===== config.mk =====
export PLATFORM = sky130hd
export DESIGN_NAME = uart_tx_arbiter_flat
export DESIGN_NICKNAME = d
export VERILOG_FILES = /design/src/rtl/uart_arb_pkg.sv /design/src/rtl/uart_tx_arbiter_if.sv /design/src/rtl/uart_arb_rr_picker.sv /design/src/rtl/uart_tx_arbiter.sv /design/src/flat_wrapper.sv
export SDC_FILE = /design/constraint.sdc
export NUM_CORES = 1
export LEC_CHECK = 0
export BUFFER_PORTS_ARGS = -buffer_cell sky130_fd_sc_hd__buf_2
export CAP_MARGIN = 20
export CORE_MARGIN = 2
export CORE_UTILIZATION = 44
export CTS_CLUSTER_DIAMETER = 60
export CTS_CLUSTER_SIZE = 16
export DETAILED_ROUTE_END_ITERATION = 12
export GPL_TIMING_DRIVEN = 0
export HOLD_SLACK_MARGIN = 0.03
export PLACE_DENSITY = 0.73
export SETUP_SLACK_MARGIN = 0.15
export SLEW_MARGIN = 10
export SYNTH_ARGS = -nofsm -noshare
export SYNTH_HDL_FRONTEND = slang
export SYNTH_HIERARCHICAL = 1
export SYNTH_SLANG_ARGS = --single-unit

===== constraint.sdc =====
create_clock -name clk -period 1.75 [get_ports clk]
set_clock_uncertainty 0.05 [all_clocks]
set_input_delay 0.175 -clock clk [delete_from_list [all_inputs] [get_ports clk]]
set_output_delay 0.175 -clock clk [all_outputs]
set_load 0.005 [all_outputs]

===== src/rtl/uart_arb_pkg.sv =====
// Shared types and helpers for the UART TX arbiter: FSM state encoding, header default and the
// round-robin pick function used by the priority encoder.
package uart_arb_pkg;

  typedef enum logic [1:0] {
    StIdle,
    StHdr,
    StData
  } arb_state_e;

  localparam logic [7:0] HEADER_BASE_DEFAULT = 8'hA0;
  localparam int unsigned MAX_CH = 8;

  // First set bit scanning last+1, last+2, ... modulo num_ch; returns last when nothing is set.
  function automatic logic [2:0] rr_pick(input logic [MAX_CH-1:0] req,
                                         input logic [2:0]        last,
                                         input int unsigned       num_ch);
    logic [2:0] pick;
    int         idx;
    pick = last;
    // Walk from the farthest candidate inward so the nearest requester wins.
    for (int k = int'(num_ch); k >= 1; k--) begin
      idx = (int'(last) + k) % int'(num_ch);
      if (req[idx[2:0]]) pick = idx[2:0];
    end
    return pick;
  endfunction

endpackage


===== src/rtl/uart_tx_arbiter_if.sv =====
// Byte-stream bundle for the UART TX arbiter: NUM_CH requester streams in, one byte stream out.
interface uart_tx_arbiter_if #(
  parameter int unsigned NUM_CH = 4
);

  logic [NUM_CH*8-1:0] s_axis_tdata;
  logic [NUM_CH-1:0]   s_axis_tvalid;
  logic [NUM_CH-1:0]   s_axis_tlast;
  logic [NUM_CH-1:0]   s_axis_tready;
  logic [7:0]          m_axis_tdata;
  logic                m_axis_tvalid;
  logic                m_axis_tready;

  // Arbiter side.
  modport master (
    input  s_axis_tdata,
    input  s_axis_tvalid,
    input  s_axis_tlast,
    output s_axis_tready,
    output m_axis_tdata,
    output m_axis_tvalid,
    input  m_axis_tready
  );

  // Requesters plus UART TX side.
  modport slave (
    output s_axis_tdata,
    output s_axis_tvalid,
    output s_axis_tlast,
    input  s_axis_tready,
    input  m_axis_tdata,
    input  m_axis_tvalid,
    output m_axis_tready
  );

endinterface


===== src/rtl/uart_arb_rr_picker.sv =====
// Combinational round-robin priority encoder: next requester after the last granted channel.
module uart_arb_rr_picker
  import uart_arb_pkg::*;
#(
  parameter int unsigned NUM_CH = 4
) (
  input  logic [NUM_CH-1:0] req_i,
  input  logic [2:0]        last_i,
  output logic [2:0]        pick_o,
  output logic              any_o
);

  logic [MAX_CH-1:0] req_ext;

  always_comb begin
    req_ext             = '0;
    req_ext[NUM_CH-1:0] = req_i;
    pick_o              = rr_pick(req_ext, last_i, NUM_CH);
    any_o               = |req_i;
  end

endmodule


===== src/rtl/uart_tx_arbiter.sv =====
// Packet-granular round-robin arbiter sharing one UART TX byte port among NUM_CH byte streams,
// with an optional channel-ID header byte in front of every granted packet.
module uart_tx_arbiter
  import uart_arb_pkg::*;
#(
  parameter int unsigned NUM_CH      = 4,
  parameter int unsigned MAX_LEN     = 64,
  parameter bit          HEADER_EN   = 1'b1,
  parameter logic [7:0]  HEADER_BASE = HEADER_BASE_DEFAULT
) (
  input  logic                     clk,
  input  logic                     rst,
  uart_tx_arbiter_if.master        bus,
  output logic [2:0]               grant_id,
  output logic                     busy,
  output logic                     err_overlen
);

  localparam int unsigned CntW = $clog2(MAX_LEN + 1);

  arb_state_e      state_q;
  logic [2:0]      grant_q;
  logic [2:0]      last_q;
  logic [CntW-1:0] cnt_q;
  logic [7:0]      out_data_q;
  logic            out_valid_q;
  logic            err_q;

  logic            can_load;
  logic            beat_ok;
  logic            beat_last;
  logic [7:0]      beat_data;
  logic            cnt_full;
  logic [2:0]      pick;
  logic            pick_any;

  uart_arb_rr_picker #(
    .NUM_CH (NUM_CH)
  ) u_picker (
    .req_i  (bus.s_axis_tvalid),
    .last_i (last_q),
    .pick_o (pick),
    .any_o  (pick_any)
  );

  // The output register accepts a new byte when empty or when it drains this cycle.
  assign can_load  = !out_valid_q || bus.m_axis_tready;
  assign beat_data = bus.s_axis_tdata[{grant_q, 3'b000} +: 8];
  assign beat_last = bus.s_axis_tlast[grant_q];
  assign beat_ok   = (state_q == StData) && can_load && bus.s_axis_tvalid[grant_q];
  assign cnt_full  = (cnt_q == CntW'(MAX_LEN - 1));

  always_comb begin
    bus.s_axis_tready = '0;
    if (state_q == StData) bus.s_axis_tready[grant_q] = can_load;
  end

  always_ff @(posedge clk) begin
    if (!rst) begin
      state_q     <= StIdle;
      grant_q     <= '0;
      last_q      <= 3'(NUM_CH - 1);
      cnt_q       <= '0;
      out_data_q  <= '0;
      out_valid_q <= 1'b0;
      err_q       <= 1'b0;
    end else begin
      err_q <= 1'b0;
      if (out_valid_q && bus.m_axis_tready) out_valid_q <= 1'b0;

      unique case (state_q)
        StIdle: begin
          if (pick_any) begin
            grant_q <= pick;
            state_q <= HEADER_EN ? StHdr : StData;
          end
        end

        StHdr: begin
          if (can_load) begin
            out_valid_q <= 1'b1;
            out_data_q  <= HEADER_BASE | {5'b00000, grant_q};
            state_q     <= StData;
          end
        end

        StData: begin
          if (beat_ok) begin
            out_valid_q <= 1'b1;
            out_data_q  <= beat_data;
            if (beat_last || cnt_full) begin
              // tlast on the MAX_LEN-th beat is an ordinary end of packet.
              state_q <= StIdle;
              last_q  <= grant_q;
              cnt_q   <= '0;
              err_q   <= cnt_full && !beat_last;
            end else begin
              cnt_q <= cnt_q + CntW'(1);
            end
          end
        end

        default: state_q <= StIdle;
      endcase
    end
  end

  assign bus.m_axis_tdata  = out_data_q;
  assign bus.m_axis_tvalid = out_valid_q;
  assign grant_id          = grant_q;
  assign busy              = (state_q != StIdle);
  assign err_overlen       = err_q;

endmodule


===== src/flat_wrapper.sv =====
// flat-port wrapper written by rule: the top's interface ports become plain ports
module uart_tx_arbiter_flat import uart_arb_pkg::*;
#(
  parameter int unsigned NUM_CH      = 4,
  parameter int unsigned MAX_LEN     = 64,
  parameter bit          HEADER_EN   = 1'b1,
  parameter logic [7:0]  HEADER_BASE = HEADER_BASE_DEFAULT
)
  (clk, rst, grant_id, busy, err_overlen, bus_s_axis_tdata, bus_s_axis_tvalid, bus_s_axis_tlast, bus_s_axis_tready, bus_m_axis_tdata, bus_m_axis_tvalid, bus_m_axis_tready);
  uart_tx_arbiter_if #(.NUM_CH(NUM_CH)) bus_i ();
  input  logic clk;
  input  logic rst;
  output logic [2:0] grant_id;
  output logic busy;
  output logic err_overlen;
  input wire logic [$bits(bus_i.s_axis_tdata)-1:0] bus_s_axis_tdata;
  input wire logic [$bits(bus_i.s_axis_tvalid)-1:0] bus_s_axis_tvalid;
  input wire logic [$bits(bus_i.s_axis_tlast)-1:0] bus_s_axis_tlast;
  output wire logic [$bits(bus_i.s_axis_tready)-1:0] bus_s_axis_tready;
  output wire logic [$bits(bus_i.m_axis_tdata)-1:0] bus_m_axis_tdata;
  output wire logic [$bits(bus_i.m_axis_tvalid)-1:0] bus_m_axis_tvalid;
  input wire logic [$bits(bus_i.m_axis_tready)-1:0] bus_m_axis_tready;
  assign bus_i.s_axis_tdata = bus_s_axis_tdata;
  assign bus_i.s_axis_tvalid = bus_s_axis_tvalid;
  assign bus_i.s_axis_tlast = bus_s_axis_tlast;
  assign bus_s_axis_tready = bus_i.s_axis_tready;
  assign bus_m_axis_tdata = bus_i.m_axis_tdata;
  assign bus_m_axis_tvalid = bus_i.m_axis_tvalid;
  assign bus_i.m_axis_tready = bus_m_axis_tready;
  uart_tx_arbiter #(.NUM_CH(NUM_CH), .MAX_LEN(MAX_LEN), .HEADER_EN(HEADER_EN), .HEADER_BASE(HEADER_BASE)) u_core (.clk(clk), .rst(rst), .bus(bus_i), .grant_id(grant_id), .busy(busy), .err_overlen(err_overlen));
endmodule

==> impl_metrics.csv <==
group,metric,value,unit
logic_synthesis,synth_area_leaders,"dfxtp_1, mux4_2, a21oi_1, ha_1, nand3_1",
grt,grt_use_total,0.215,
job,maxCapViolCount,0,
logic_synthesis,yosysTopAreaCell,"dfxtp_1",
power_and_ir_drop,p_sw_frac,0.407,
grt,antenna_found_initial,0,
clock_network,htreeDepth,1,
place,port_buffers,59,
layout,final_cell_mix,"buf_2, dfxtp_1, nand2_1, nand3_1, a21oi_1",
critical_path,start_kind,"flop",
layout,multiInputGateArea,1170,um^2
critical_path,cp_slowest_cell,"mux4_2",
clock_network,worstSkewPairLatency,330,ps
power_and_ir_drop,p_switching,1040,uW
timing,fmax,0.545,GHz
layout,layout_commonest_cell,"buf_2",
critical_path,crit_family,"multiplexers",
clock_network,cts_hold_buf,0,
power_and_ir_drop,ir_worst_vdd,0.665,mV
floorplan,die_area,4100,um^2
critical_path,cp_max_fo,6,
clock_network,clockBufferDepth,2,
clock_network,path_clk_slew,150,ps
logic_synthesis,synth_edf_count,0,
timing,setup_viol,19,
floorplan,core,3390,um^2
logic_synthesis,synth-seq-cells,25,
layout,nNetsFinal,304,
outcome,outcome,"complete, but fails checks",
critical_path,critical_path.cell_chain,"buf_6 > mux4_2 > buf_6 > a31oi_4 > a211oi_4 > mux2i_1",
logic_synthesis,synthFlopType,"dfxtp_1",
floorplan,die_w,64.0,um
detailed_routing,postRouteAntennaNets,0,
layout,fillers,280,
layout,seq_area,503,um^2
power_and_ir_drop,p_int,1520,uW
timing,fin_crit_sh,1.05,
logic_synthesis,synthesis.nets,226,
detailed_routing,wirelength,4550,um
place,dp_hpwl,3100,um
power_and_ir_drop,power_density,1120,nW/um^2
critical_path,max_stage_delay,540,ps
timing,finalWorstSetupSlack,-84.7,ps
timing,slew_violations,0,
timing,min_period,1830,ps
layout,utilization,0.673,
grt,grt_max_degree,15,
floorplan,die_height,64.0,um
grt,grt_pass1_vias,1444,
detailed_routing,drtIter0Drc,101,
clock_network,cts_root_buffer,"clkbuf_4",
power_and_ir_drop,p_total,2560,uW
critical_path,path_buf_inv,2,
critical_path,end_kind,"flop",
detailed_routing,firstDrtPassIters,4,
timing,rsz0062_at_grt,"true",
logic_synthesis,syn_inst,177,
logic_synthesis,yosys_warnings,6,
timing,worstMarginPinSlew,538,ps
detailed_routing,vias,1678,
logic_synthesis,yosys.cell_types.count,41,
floorplan,initial_core_util,0.468,
power_and_ir_drop,p_leak,0.000988,uW
outcome,violations,"negative setup slack",
clock_network,cts_buffers,3,
logic_synthesis,yosys.area.top_type_share,0.316,
logic_synthesis,synthArstFlopShare,0,
timing,tns,-594,ps
clock_network,clock-sinks,25,
critical_path,timing_worst_setup_path_type,"flop to flop",
timing,hold_violations,0,
logic_synthesis,syn_avg_cell_area,8.96,um^2
floorplan,row_count,21,
floorplan,io_pins,61,
hold_path,hp-class,"input pin to flop",
layout,drive_gt1_frac,0.488,
layout,antenna_cells,0,
layout,syn2layout_area_growth,43.8,%
power_and_ir_drop,clkPwrFrac,0.106,
detailed_routing,viasPerCell,5.59,
critical_path,critPathMostFrequentCell,"buf_6",
detailed_routing,wire_per_inst,15.2,um
grt,grt_pass1_wl,6920,um
grt,grt.overflow.total,0,
logic_synthesis,synth-seq-area-share,0.316,
place,place.gp.congestion,0.784,
power_and_ir_drop,seqPwrFrac,0.303,
detailed_routing,route.detailed.drc,0,
power_and_ir_drop,p_comb_frac,0.590,
clock_network,cts_tree,"done",
critical_path,arrival,2020,ps
logic_synthesis,mappedNetlistArea,1590,um^2
critical_path,cp_data_required_time,1930,ps
timing,slew_headroom,0.642,
-- power groups by stage --
stage          Combinational, uW  Sequential, uW  Clock, uW
6_report                    1510             775        272
5_1_grt                     1640             789        304
4_1_cts                     1250             755        275
3_5_place_dp                1050             766          0
3_3_place_gp                1050             762          0
2_1_floorplan                739             764          0
-- sequential cells by signal (all words and copies together), names as in the netlist --
register	cells
u_core/err_overlen	1
u_core/cnt_q	7
u_core/bus.m_axis_tvalid	1
u_core/grant_id	3
u_core/last_q	3
u_core/bus.m_axis_tdata	8
u_core/state_q	2
-- metal layers --
metal / vias to the layer above / track usage / wire (um)
met5: - / 0 / 0
met4: 0 / 0.0788 / 120
met3: 11 / 0.0211 / 245
met2: 66 / 0.346 / 2280
met1: 794 / 0.298 / 1900
li1: 807 / - / -
-- area by class of cell --
cell class	instances	area share
buffer	11	0.0324
clock buffer	3	0.00988
clock inverter	1	0.00220
inverter	7	0.0115
multi-input combinational	134	0.512
sequential	25	0.221
tap	46	0.0252
timing repair buffer	73	0.187
-- cell usage after synthesis, types with 5 or more instances --
master	n
nor3_1	6
nand2_1	16
a21oi_1	15
nor2b_1	6
inv_1	6
nor2_1	10
mux4_2	8
dfxtp_1	25
ha_1	6
nand3_1	14
and3_1	6
clkbuf_1	5
-- cells by family (layout without fill, tap and decap cells) --
family          count (synthesis)  in the layout  share of synthesized area
compound gates                 38             38                      0.152
mux                            12             12                      0.159
simple gates                   75             75                      0.255
fa+ha+maj                       6              6                     0.0474
flops                          25             25                      0.316
xor+xnor                        3              3                     0.0166
buf+inv                        18             95                     0.0537
-- worst paths after layout --
check | from | to | slack (ps) | cells after the start
worst max register to register | u_core/grant_id[0] | u_core/state_q[0] | -80 | 6
worst min register to register | u_core/bus.m_axis_tdata[4] | u_core/bus.m_axis_tdata[4] | 440 | 2
worst max-delay path | u_core/grant_id[0] | u_core/state_q[0] | -80 | 6
worst min-delay path | rst | u_core/last_q[0] | 120 | 2
-- per-stage QoR --
stage | instance area, um^2 | hold WS, ps | setup slack (ps) | std cells
after floorplan | 1610 | 381 | -28.0 | 177
after global placement | 1960 | 403 | -207 | 282
after detailed placement | 1960 | 409 | -191 | 282
after CTS | 2160 | 106 | -40.8 | 299
after global routing | 2280 | 127 | -155 | 300
final | 2280 | 116 | -84.7 | 300
-- what timing repair did --
action                                  CTS  global route
resized for setup                        20            28
buffers inserted                         12             1
cloned                                    1             0
pin swaps                                13            15
endpoints found under the setup margin   26            27
No activity file was read; power rests on OpenSTA's default activity.
